==> config.mk <==
export PLATFORM = sky130hd
export DESIGN_NAME = booth_seq_mult_r4
export DESIGN_NICKNAME = d
export VERILOG_FILES = /design/src/rtl/booth_seq_mult_r4_pkg.sv /design/src/rtl/booth_seq_mult_r4_pp_gen.sv /design/src/rtl/booth_seq_mult_r4.sv
export SDC_FILE = /design/constraint.sdc
export NUM_CORES = 1
export LEC_CHECK = 0
export ABC_CLOCK_PERIOD_IN_PS = 8700
export CAP_MARGIN = 10
export CORE_MARGIN = 5
export CORE_UTILIZATION = 45
export CTS_CLUSTER_DIAMETER = 100
export CTS_CLUSTER_SIZE = 28
export DETAILED_ROUTE_END_ITERATION = 8
export PLACE_DENSITY = 0.64
export SLEW_MARGIN = 10
export SYNTH_ARGS = -nofsm -noshare
export SYNTH_HDL_FRONTEND = slang
export SYNTH_SLANG_ARGS = --single-unit
==> constraint.sdc <==
create_clock -name clk -period 8.7 [get_ports clk]
set_clock_uncertainty 0.2 [all_clocks]
set_input_delay 1.74 -clock clk [delete_from_list [all_inputs] [get_ports clk]]
set_output_delay 1.74 -clock clk [all_outputs]
set_load 0.02 [all_outputs]
==> src/rtl/booth_seq_mult_r4_pkg.sv <==
// Shared types and helpers for the radix-4 Booth multipliers: FSM states,
// the {neg, one, two} digit encoding, the window decoder and the digit count.
package booth_pkg;

    typedef enum logic [1:0] {
        IDLE = 2'd0,
        RUN  = 2'd1,
        DONE = 2'd2
    } state_t;

    typedef struct packed {
        logic neg;
        logic one;
        logic two;
    } booth_digit_t;

    function automatic int booth_digits(input int n);
        return n / 2 + 1;
    endfunction

    // 000/111 -> 0, 001/010 -> +1, 011 -> +2, 100 -> -2, 101/110 -> -1
    function automatic booth_digit_t booth_decode(input logic [2:0] w);
        booth_digit_t d;
        d.neg = w[2] & ~(w[1] & w[0]);
        d.one = w[1] ^ w[0];
        d.two = (w == 3'b011) || (w == 3'b100);
        return d;
    endfunction

endpackage

==> src/rtl/booth_seq_mult_r4_pp_gen.sv <==
// Combinational radix-4 Booth partial-product generator: one 3-bit window
// times the (N+1)-bit extended multiplicand, giving a signed (N+2)-bit result.
module booth_pp_gen
    import booth_pkg::*;
#(
    parameter int N = 16
) (
    input  logic [2:0]        window,
    input  logic [N:0]        mde,
    output logic signed [N+1:0] pp
);

    booth_digit_t dig;
    logic [N+1:0] mag;

    assign dig = booth_decode(window);

    // mag is either mde sign-extended by one bit (x1) or mde shifted left (x2)
    genvar gi;
    generate
        for (gi = 0; gi < N + 2; gi++) begin : g_mag
            if (gi == 0) begin : g_lsb
                assign mag[gi] = dig.one & mde[0];
            end else if (gi == N + 1) begin : g_msb
                assign mag[gi] = (dig.one | dig.two) & mde[N];
            end else begin : g_mid
                assign mag[gi] = (dig.one & mde[gi]) | (dig.two & mde[gi-1]);
            end
        end
    endgenerate

    assign pp = dig.neg ? (~mag + 1'b1) : mag;

endmodule

==> src/rtl/booth_seq_mult_r4.sv <==
// Sequential radix-4 Booth multiplier, one digit per clock, start/busy/done.
// Define BOOTH_EARLY_TERM_EN to finish as soon as all remaining digits are zero.
module booth_seq_mult_r4
    import booth_pkg::*;
#(
    parameter int N = 16
) (
    input  logic           clk,
    input  logic           reset,
    input  logic           start,
    input  logic           is_signed,
    input  logic [N-1:0]   md,
    input  logic [N-1:0]   mr,
    output logic           busy,
    output logic           done,
    output logic [2*N-1:0] out
);

    localparam int D  = booth_digits(N);
    localparam int CW = $clog2(D + 1);

    state_t         state_reg, state_next;
    logic           busy_reg, busy_next;
    logic           done_reg, done_next;
    logic [N+2:0]   sr_reg;
    logic [N:0]     mde_reg;
    logic [2*N-1:0] acc_reg;
    logic [2*N-1:0] out_reg;
    logic [CW-1:0]  cnt_reg;

    logic           accept;
    logic           early_exit;
    logic           last_digit;
    logic [N+1:0]   pp;
    logic [2*N-1:0] pp_ext;
    logic [2*N-1:0] acc_sum;
    logic [N+2:0]   sr_shift;

    booth_pp_gen #(.N(N)) u_pp_gen (
        .window (sr_reg[2:0]),
        .mde    (mde_reg),
        .pp     (pp)
    );

    assign accept   = start && (state_reg == IDLE || state_reg == DONE);
    assign pp_ext   = {{(N-2){pp[N+1]}}, pp};
    assign acc_sum  = acc_reg + (pp_ext << {cnt_reg, 1'b0});
    assign sr_shift = {{2{sr_reg[N+2]}}, sr_reg[N+2:2]};

    // A shifted sr of all 0s or all 1s yields only zero digits from here on
`ifdef BOOTH_EARLY_TERM_EN
    assign early_exit = (sr_shift == '0) || (sr_shift == '1);
`else
    assign early_exit = 1'b0;
`endif

    assign last_digit = (cnt_reg == CW'(D - 1)) || early_exit;

    always_ff @(posedge clk) begin
        if (reset) begin
            state_reg <= IDLE;
            busy_reg  <= 1'b0;
            done_reg  <= 1'b0;
        end else begin
            state_reg <= state_next;
            busy_reg  <= busy_next;
            done_reg  <= done_next;
        end
    end

    always_comb begin
        state_next = state_reg;
        case (state_reg)
            IDLE:    if (accept) state_next = RUN;
            RUN:     if (last_digit) state_next = DONE;
            DONE:    state_next = accept ? RUN : IDLE;
            default: state_next = IDLE;
        endcase
    end

    // Flags are registered from the next state so they align with state_reg
    always_comb begin
        busy_next = (state_next == RUN);
        done_next = (state_next == DONE);
    end

    always_ff @(posedge clk) begin
        if (reset) begin
            sr_reg  <= '0;
            mde_reg <= '0;
            acc_reg <= '0;
            cnt_reg <= '0;
            out_reg <= '0;
        end else if (accept) begin
            sr_reg  <= {{2{is_signed & mr[N-1]}}, mr, 1'b0};
            mde_reg <= {is_signed & md[N-1], md};
            acc_reg <= '0;
            cnt_reg <= '0;
        end else if (state_reg == RUN) begin
            acc_reg <= acc_sum;
            sr_reg  <= sr_shift;
            cnt_reg <= cnt_reg + 1'b1;
            if (last_digit) begin
                out_reg <= acc_sum;
            end
        end
    end

    assign busy = busy_reg;
    assign done = done_reg;
    assign out  = out_reg;

endmodule

==> impl_metrics.ini, run 1 <==
[timing]
post-route-worst-setup-slack_ns = 1.99
timing.final.max_slew_violations = 0
timing.final.crit_period_ns = 6.71
worst_pin_slew_ns = 1.06
timing.max_slew.rel_slack = 0.294
grt_setup_unrepaired = false
report.final.setup_viol = 0
timing.final.crit_share = 0.771
setup_tns_ns = 0
achievable-frequency_ghz = 0.149
hold_violations = 0

[flow_run]
maxCapViolations = 0

[worst_setup_path]
critical_path_class = flop to flop
cp.arrival_ns = 6.77
critical_path_buffer_and_inverter_count = 1
cp_max_fo = 34
worstSetupStartpointType = flop
crit_family = compound AO/OA/AOI/OAI gates
endpoint_kind = flop
critical_path.reg2reg.startpoint = sr_reg[0]
slowest_delay_ns = 0.91
cp-startpoint = sr_reg[0]
cp.required_ns = 8.76
timing.critical_path.slowest_stage_cell = ha_1

[layout]
nets = 1052
antennaDiodeCount = 0
synthToLayoutAreaGrowth_pct = 15.5
post_route_cells_drive_above_1_share = 0.0488

[clock_tree]
ctsResizeCount = 0
tritoncts = built
post-cts-setup-buffer-count = 0
cts_max_path_buffers = 2
cts.clk_slew.worst_paths_ns = 0.08
cts_made_buffers = 9
clock_insertion_delay_at_the_later_pin_of_the_skew_report_ns = 0.36
clock_tree.htree_level_count = 3
cts.root.buffer_cell = clkbuf_16
clock-sinks = 108
post_cts_hold_fix_bufs = 0

[floorplanning]
die_height_um = 135
start_util = 0.461
floorplan.rows = 45
core_region_area_um2 = 15300
dieArea_um2 = 18200
boundaryPins = 70
die_extent_in_x_um = 135

[global_route]
vias_in_the_first_global_route = 6245
globalRouteTotalUtil = 0.209
grt_antenna_before_repair = 0
pin_count_of_the_biggest_net_entering_global_routing = 75
overflow = 0
grt_first_pass_wirelength_mm = 31.3

[synth]
synth_commonest_cells = nand2_1 (207), a21oi_1 (136), dfxtp_1 (108)
post-synth-top-count-cell = nand2_1
cell_type_with_the_highest_aggregate_area_in_the_netlist = dfxtp_1
number_of_warnings_printed_during_yosys_synthesis = 0
post_synth_main_area_contributors = dfxtp_1 (31%), nand2_1 (11%), a21oi_1 (9.7%)
syn_avg_cell_area_um2 = 7.36
synth.yosys.seq_area_share = 0.307
syn-instance-count = 955
share_of_the_synthesized_area_in_the_top_cell_type = 0.307
synth-seq-cells = 108
post_synth_net_total = 1028
synth.cell_area_um2 = 7030
synth-edff-count = 0
async_reset_ff_frac = 0
ys_types = 66
synthFlopType = dfxtp_1

[routing]
ant_nets = 0
routedWlPerCell_um = 15.8
remaining_drc_errors = 0
via_count_of_the_routed_design = 6721
avgViaCountPerCell = 5.62
detail_route.iter0.violations = 395
firstDrtPassIters = 5
routed_wl_mm = 18.8

[power_and_ir_drop]
power.density_cell_area_nw_per_um2 = 145
ir_worst_vdd_mv = 0.127
power.static_leakage_nw = 3.10

[outcome]
status = finished clean

[placement]
dpl_worst_slack_ns = 2.15
dp_hpwl_mm = 13.5
gp_routability_congestion = 0.951
port_buffers = 69

[hold_path]
startpoint_of_the_worst_hold_path = out[7]
hp-class = flop to flop
==> worst paths after layout <==
check	end	slack (ns)	depth (start not counted)
max	acc_reg[31]	1.99	25
max reg2reg	acc_reg[31]	1.99	25
min reg2reg	out[7]	0.25	2
min	out[7]	0.25	2
==> logic make-up (layout without fill, tap and decap cells) <==
logic type,after synthesis,in the layout,synth area share
simple gates,353,353,0.216
compound gates,309,309,0.271
flops,108,108,0.307
buf+inv,77,106,0.0413
xor+xnor,46,46,0.0584
fa+ha+maj,37,37,0.0669
mux,25,25,0.0384
==> placed cells by master (no fill, tap or decap), types with 11 or more instances in the layout <==
cell,count
nor2_1,66
nand3_1,14
dfxtp_1,108
nor3_1,11
mux2i_1,18
a21o_1,17
o21ai_0,42
a211oi_1,15
a21oi_1,136
inv_1,11
a22oi_1,27
ha_1,36
xor2_1,15
xnor2_1,30
clkdlybuf4s50_1,68
nand2_1,207
==> cell type report <==
cell class              instances  area (µm²)
repair buffers                 76         738
multi-input cells             770        4600
clock buffers                  10         229
inverters                      14        52.6
flip-flops and latches        108        2160
clock inverters                 6        81.3
fillers                      1532        7130
well taps                     211         264
==> through the flow <==
step,cell area [µm²],hold WS (ns),std cells,utilization,power [mW]
6_report,8120,0.252,1195,0.532,1.18
3_3_place_gp,7810,0.243,1179,0.512,0.758
5_1_grt,8120,0.270,1195,0.532,1.24
4_1_cts,8120,0.255,1195,0.532,1.19
2_1_floorplan,7030,0.236,955,-,0.694
3_5_place_dp,7810,0.245,1179,0.512,0.758
==> where the power goes <==
group,switching (mW),internal [mW],total [mW]
logic,0.137,0.0863,0.223
registers,0.0175,0.509,0.527
clock network,0.201,0.230,0.430
==> worst register-to-register path: stages (launching register included) <==
cell,delay (ns)
dfxtp_1,0.36
inv_1,0.05
ha_1,0.91
nand2_1,0.30
ha_1,0.29
a21boi_0,0.14
a21boi_0,0.20
nand4_1,0.23
o21ai_0,0.16
mux2_2,0.34
o21ai_0,0.22
nor2_1,0.06
a21oi_1,0.26
o21a_1,0.16
nor2_1,0.04
ha_1,0.33
and4_1,0.23
a21o_1,0.19
a221oi_1,0.35
o211ai_1,0.23
a31oi_1,0.37
a21oi_1,0.17
a31oi_1,0.28
o21ai_0,0.16
xnor2_1,0.16
a211oi_1,0.22
==> metal layers <==
layer,track usage,wire (µm),part of all wire,vias up
met2,0.327,8380,0.45,157
li1,-,-,-,3426
met1,0.286,9070,0.48,3108
met3,0.0447,958,0.051,30
met5,0,0,0,-
met4,0.0689,420,0.022,0
Power figures use the tool's default switching activity.
==> inputs of run 2 (changes only) <==
--- a/config.mk
+++ b/config.mk
@@ -5,14 +5,14 @@
 export SDC_FILE = /design/constraint.sdc
 export NUM_CORES = 1
 export LEC_CHECK = 0
-export ABC_CLOCK_PERIOD_IN_PS = 8700
+export ABC_CLOCK_PERIOD_IN_PS = 5900
 export CAP_MARGIN = 10
 export CORE_MARGIN = 5
 export CORE_UTILIZATION = 45
 export CTS_CLUSTER_DIAMETER = 100
 export CTS_CLUSTER_SIZE = 28
 export DETAILED_ROUTE_END_ITERATION = 8
-export PLACE_DENSITY = 0.64
+export PLACE_DENSITY = 0.67
 export SLEW_MARGIN = 10
 export SYNTH_ARGS = -nofsm -noshare
 export SYNTH_HDL_FRONTEND = slang
==> constraint.sdc (replaced) <==
create_clock -name clk -period 5.9 [get_ports clk]
set_clock_uncertainty 0.2 [all_clocks]
set_input_delay 1.18 -clock clk [delete_from_list [all_inputs] [get_ports clk]]
set_output_delay 1.18 -clock clk [all_outputs]
set_load 0.02 [all_outputs]
==> run 2 against run 1 <==
Total power up 45%. Critical path type unchanged. Register-to-register slack worse by 1.7 ns. Fmax increased by 20%. Clock power is 36% higher. Die area unchanged. Highest routed layer unchanged. Critical path depth is 1 higher. Global-route usage is essentially flat.
==> impl_metrics.ini, run 2 (synthesis gave the netlist of run 1 again) <==
[outcome]
status = finished clean

[global_route]
gr-usage-met2 = 0.334
globalRouteTotalUtil = 0.208
vias_in_the_first_global_route = 6298
grt-busiest-layer = met2
overflow = 0
grt_antenna_before_repair = 0
grt_first_pass_wirelength_mm = 31.2
grt.met3_usage = 0.0484
global_route.usage.met1 = 0.283
pin_count_of_the_biggest_net_entering_global_routing = 75

[routing]
routed_wl_mm = 19.2
detail_route.iter0.violations = 434
ant_nets = 0
via_count_of_the_routed_design = 6859
remaining_drc_errors = 0
routedWlPerCell_um = 15.7
firstDrtPassIters = 7
avgViaCountPerCell = 5.62

[floorplanning]
dieArea_um2 = 18200
boundaryPins = 70
die_extent_in_x_um = 135
die_height_um = 135
floorplan.rows = 45
start_util = 0.461
core_region_area_um2 = 15300

[flow_run]
maxCapViolations = 0

[layout]
post_route_cells_drive_above_1_share = 0.0911
n_fill_cell = 1496
finish.instance_area_um2 = 8370
mostFrequentLayoutCell = nand2_1
register_cell_area_after_layout_um2 = 2160
commonest_cells_after_routing_fill_and_taps_aside = nand2_1 (207), a21oi_1 (134), dfxtp_1 (106), clkdlybuf4s50_1 (68), nor2_1 (65)
combined_area_of_the_multi_input_logic_cells_um2 = 4670
nets = 1078
antennaDiodeCount = 0
synthToLayoutAreaGrowth_pct = 19.0

[power_and_ir_drop]
power.density_cell_area_nw_per_um2 = 204
power.static_leakage_nw = 3.20
power.sequential.fraction = 0.451
net_switching_mw = 0.520
comb_power_share = 0.208
finalPower_mw = 1.71
p_clk_frac = 0.341
swShare = 0.304
ir_worst_vdd_mv = 0.159
cellInternalPower_mw = 1.19

[worst_setup_path]
cp.required_ns = 5.90
cp-startpoint = sr_reg[0]
critical_path_class = flop to flop
critical_path.reg2reg.startpoint = sr_reg[0]
worstSetupStartpointType = flop
cp.arrival_ns = 5.58
cp_max_fo = 3
endpoint_kind = flop
r2r_slack_ns = 0.31

[placement]
port_buffers = 69
gp_routability_congestion = 0.885
placed_cell_area_um2 = 7970
dpl_worst_slack_ns = 0.0235
dp_hpwl_mm = 13.7

[clock_tree]
clock_tree.htree_level_count = 3
cts.root.buffer_cell = clkbuf_16
cts_made_buffers = 9
tritoncts = built
clock-sinks = 108
cts_max_path_buffers = 2
post_cts_hold_fix_bufs = 0
cts.clk_slew.worst_paths_ns = 0.08
clock_insertion_delay_at_the_later_pin_of_the_skew_report_ns = 0.36

[timing]
hold_violations = 0
timing.final.crit_share = 0.947
report.final.setup_viol = 0
timing.final.crit_period_ns = 5.59
post-route-worst-setup-slack_ns = 0.315
timing.final.max_slew_violations = 0
worst_pin_slew_ns = 1.11
achievable-frequency_ghz = 0.179
timing.max_slew.rel_slack = 0.254
setup_tns_ns = 0

[hold_path]
hp-class = flop to flop
startpoint_of_the_worst_hold_path = out[7]
[run 2: what timing repair did]
item	CTS	global route
setup endpoints to repair	2	27
setup buffers	0	5
resized for setup	3	21
pin swaps	0	16
[run 2: metal layers]
layer,share of wire,vias up
met5,0,-
met3,0.057,29
met4,0.014,0
met2,0.45,187
li1,-,3463
met1,0.48,3180
[run 2: worst max-delay path: stages (launching register included)]
cell and delay, ns:
dfxtp_2 0.34, inv_1 0.04, ha_1 0.20, mux2_2 0.28, a22oi_2 0.18, ha_2 0.21
a21boi_1 0.18, a21boi_2 0.19, nand4_1 0.18, o31ai_2 0.29, xnor2_1 0.17, mux2i_1 0.15
nor2_2 0.18, nor3_2 0.06, a21oi_1 0.18, nor2_1 0.08, ha_1 0.31, and4_1 0.24
a21o_1 0.21, a221oi_2 0.29, o211ai_1 0.20, a31oi_2 0.29, a21oi_2 0.11, a31oi_2 0.21
o21ai_1 0.11, xnor2_1 0.23, a211oi_1 0.10
[run 2: power by group through the flow]
stage	logic, mW	clock network [mW]	registers, mW
2_1_floorplan	0.243	0	0.781
3_3_place_gp	0.341	0	0.788
3_5_place_dp	0.342	0	0.788
4_1_cts	0.346	0.599	0.771
5_1_grt	0.392	0.630	0.775
6_report	0.356	0.583	0.772
[run 2: path summary, 6_finish.rpt]
check        cells past startpoint     endpoint
min reg2reg                      2       out[7]
max reg2reg                     26  acc_reg[31]
max                             26  acc_reg[31]
min                              2       out[7]
[run 2: final cells by class]
cell class	count	share of cell area
Multi-Input combinational cell	770	0.559
Timing Repair Buffer	102	0.112
Sequential cell	108	0.259
Clock buffer	11	0.0290
Tap cell	211	0.0315
Inverter	14	0.00628
Clock inverter	5	0.00434
[run 2: stage by stage]
step                std cells   util  hold WS [ns]
global placement         1200  0.522         0.242
finish                   1221  0.548         0.252
floorplan                 955      -         0.236
global route             1221  0.548         0.272
detailed placement       1200  0.522         0.245
CTS                      1216  0.541         0.256
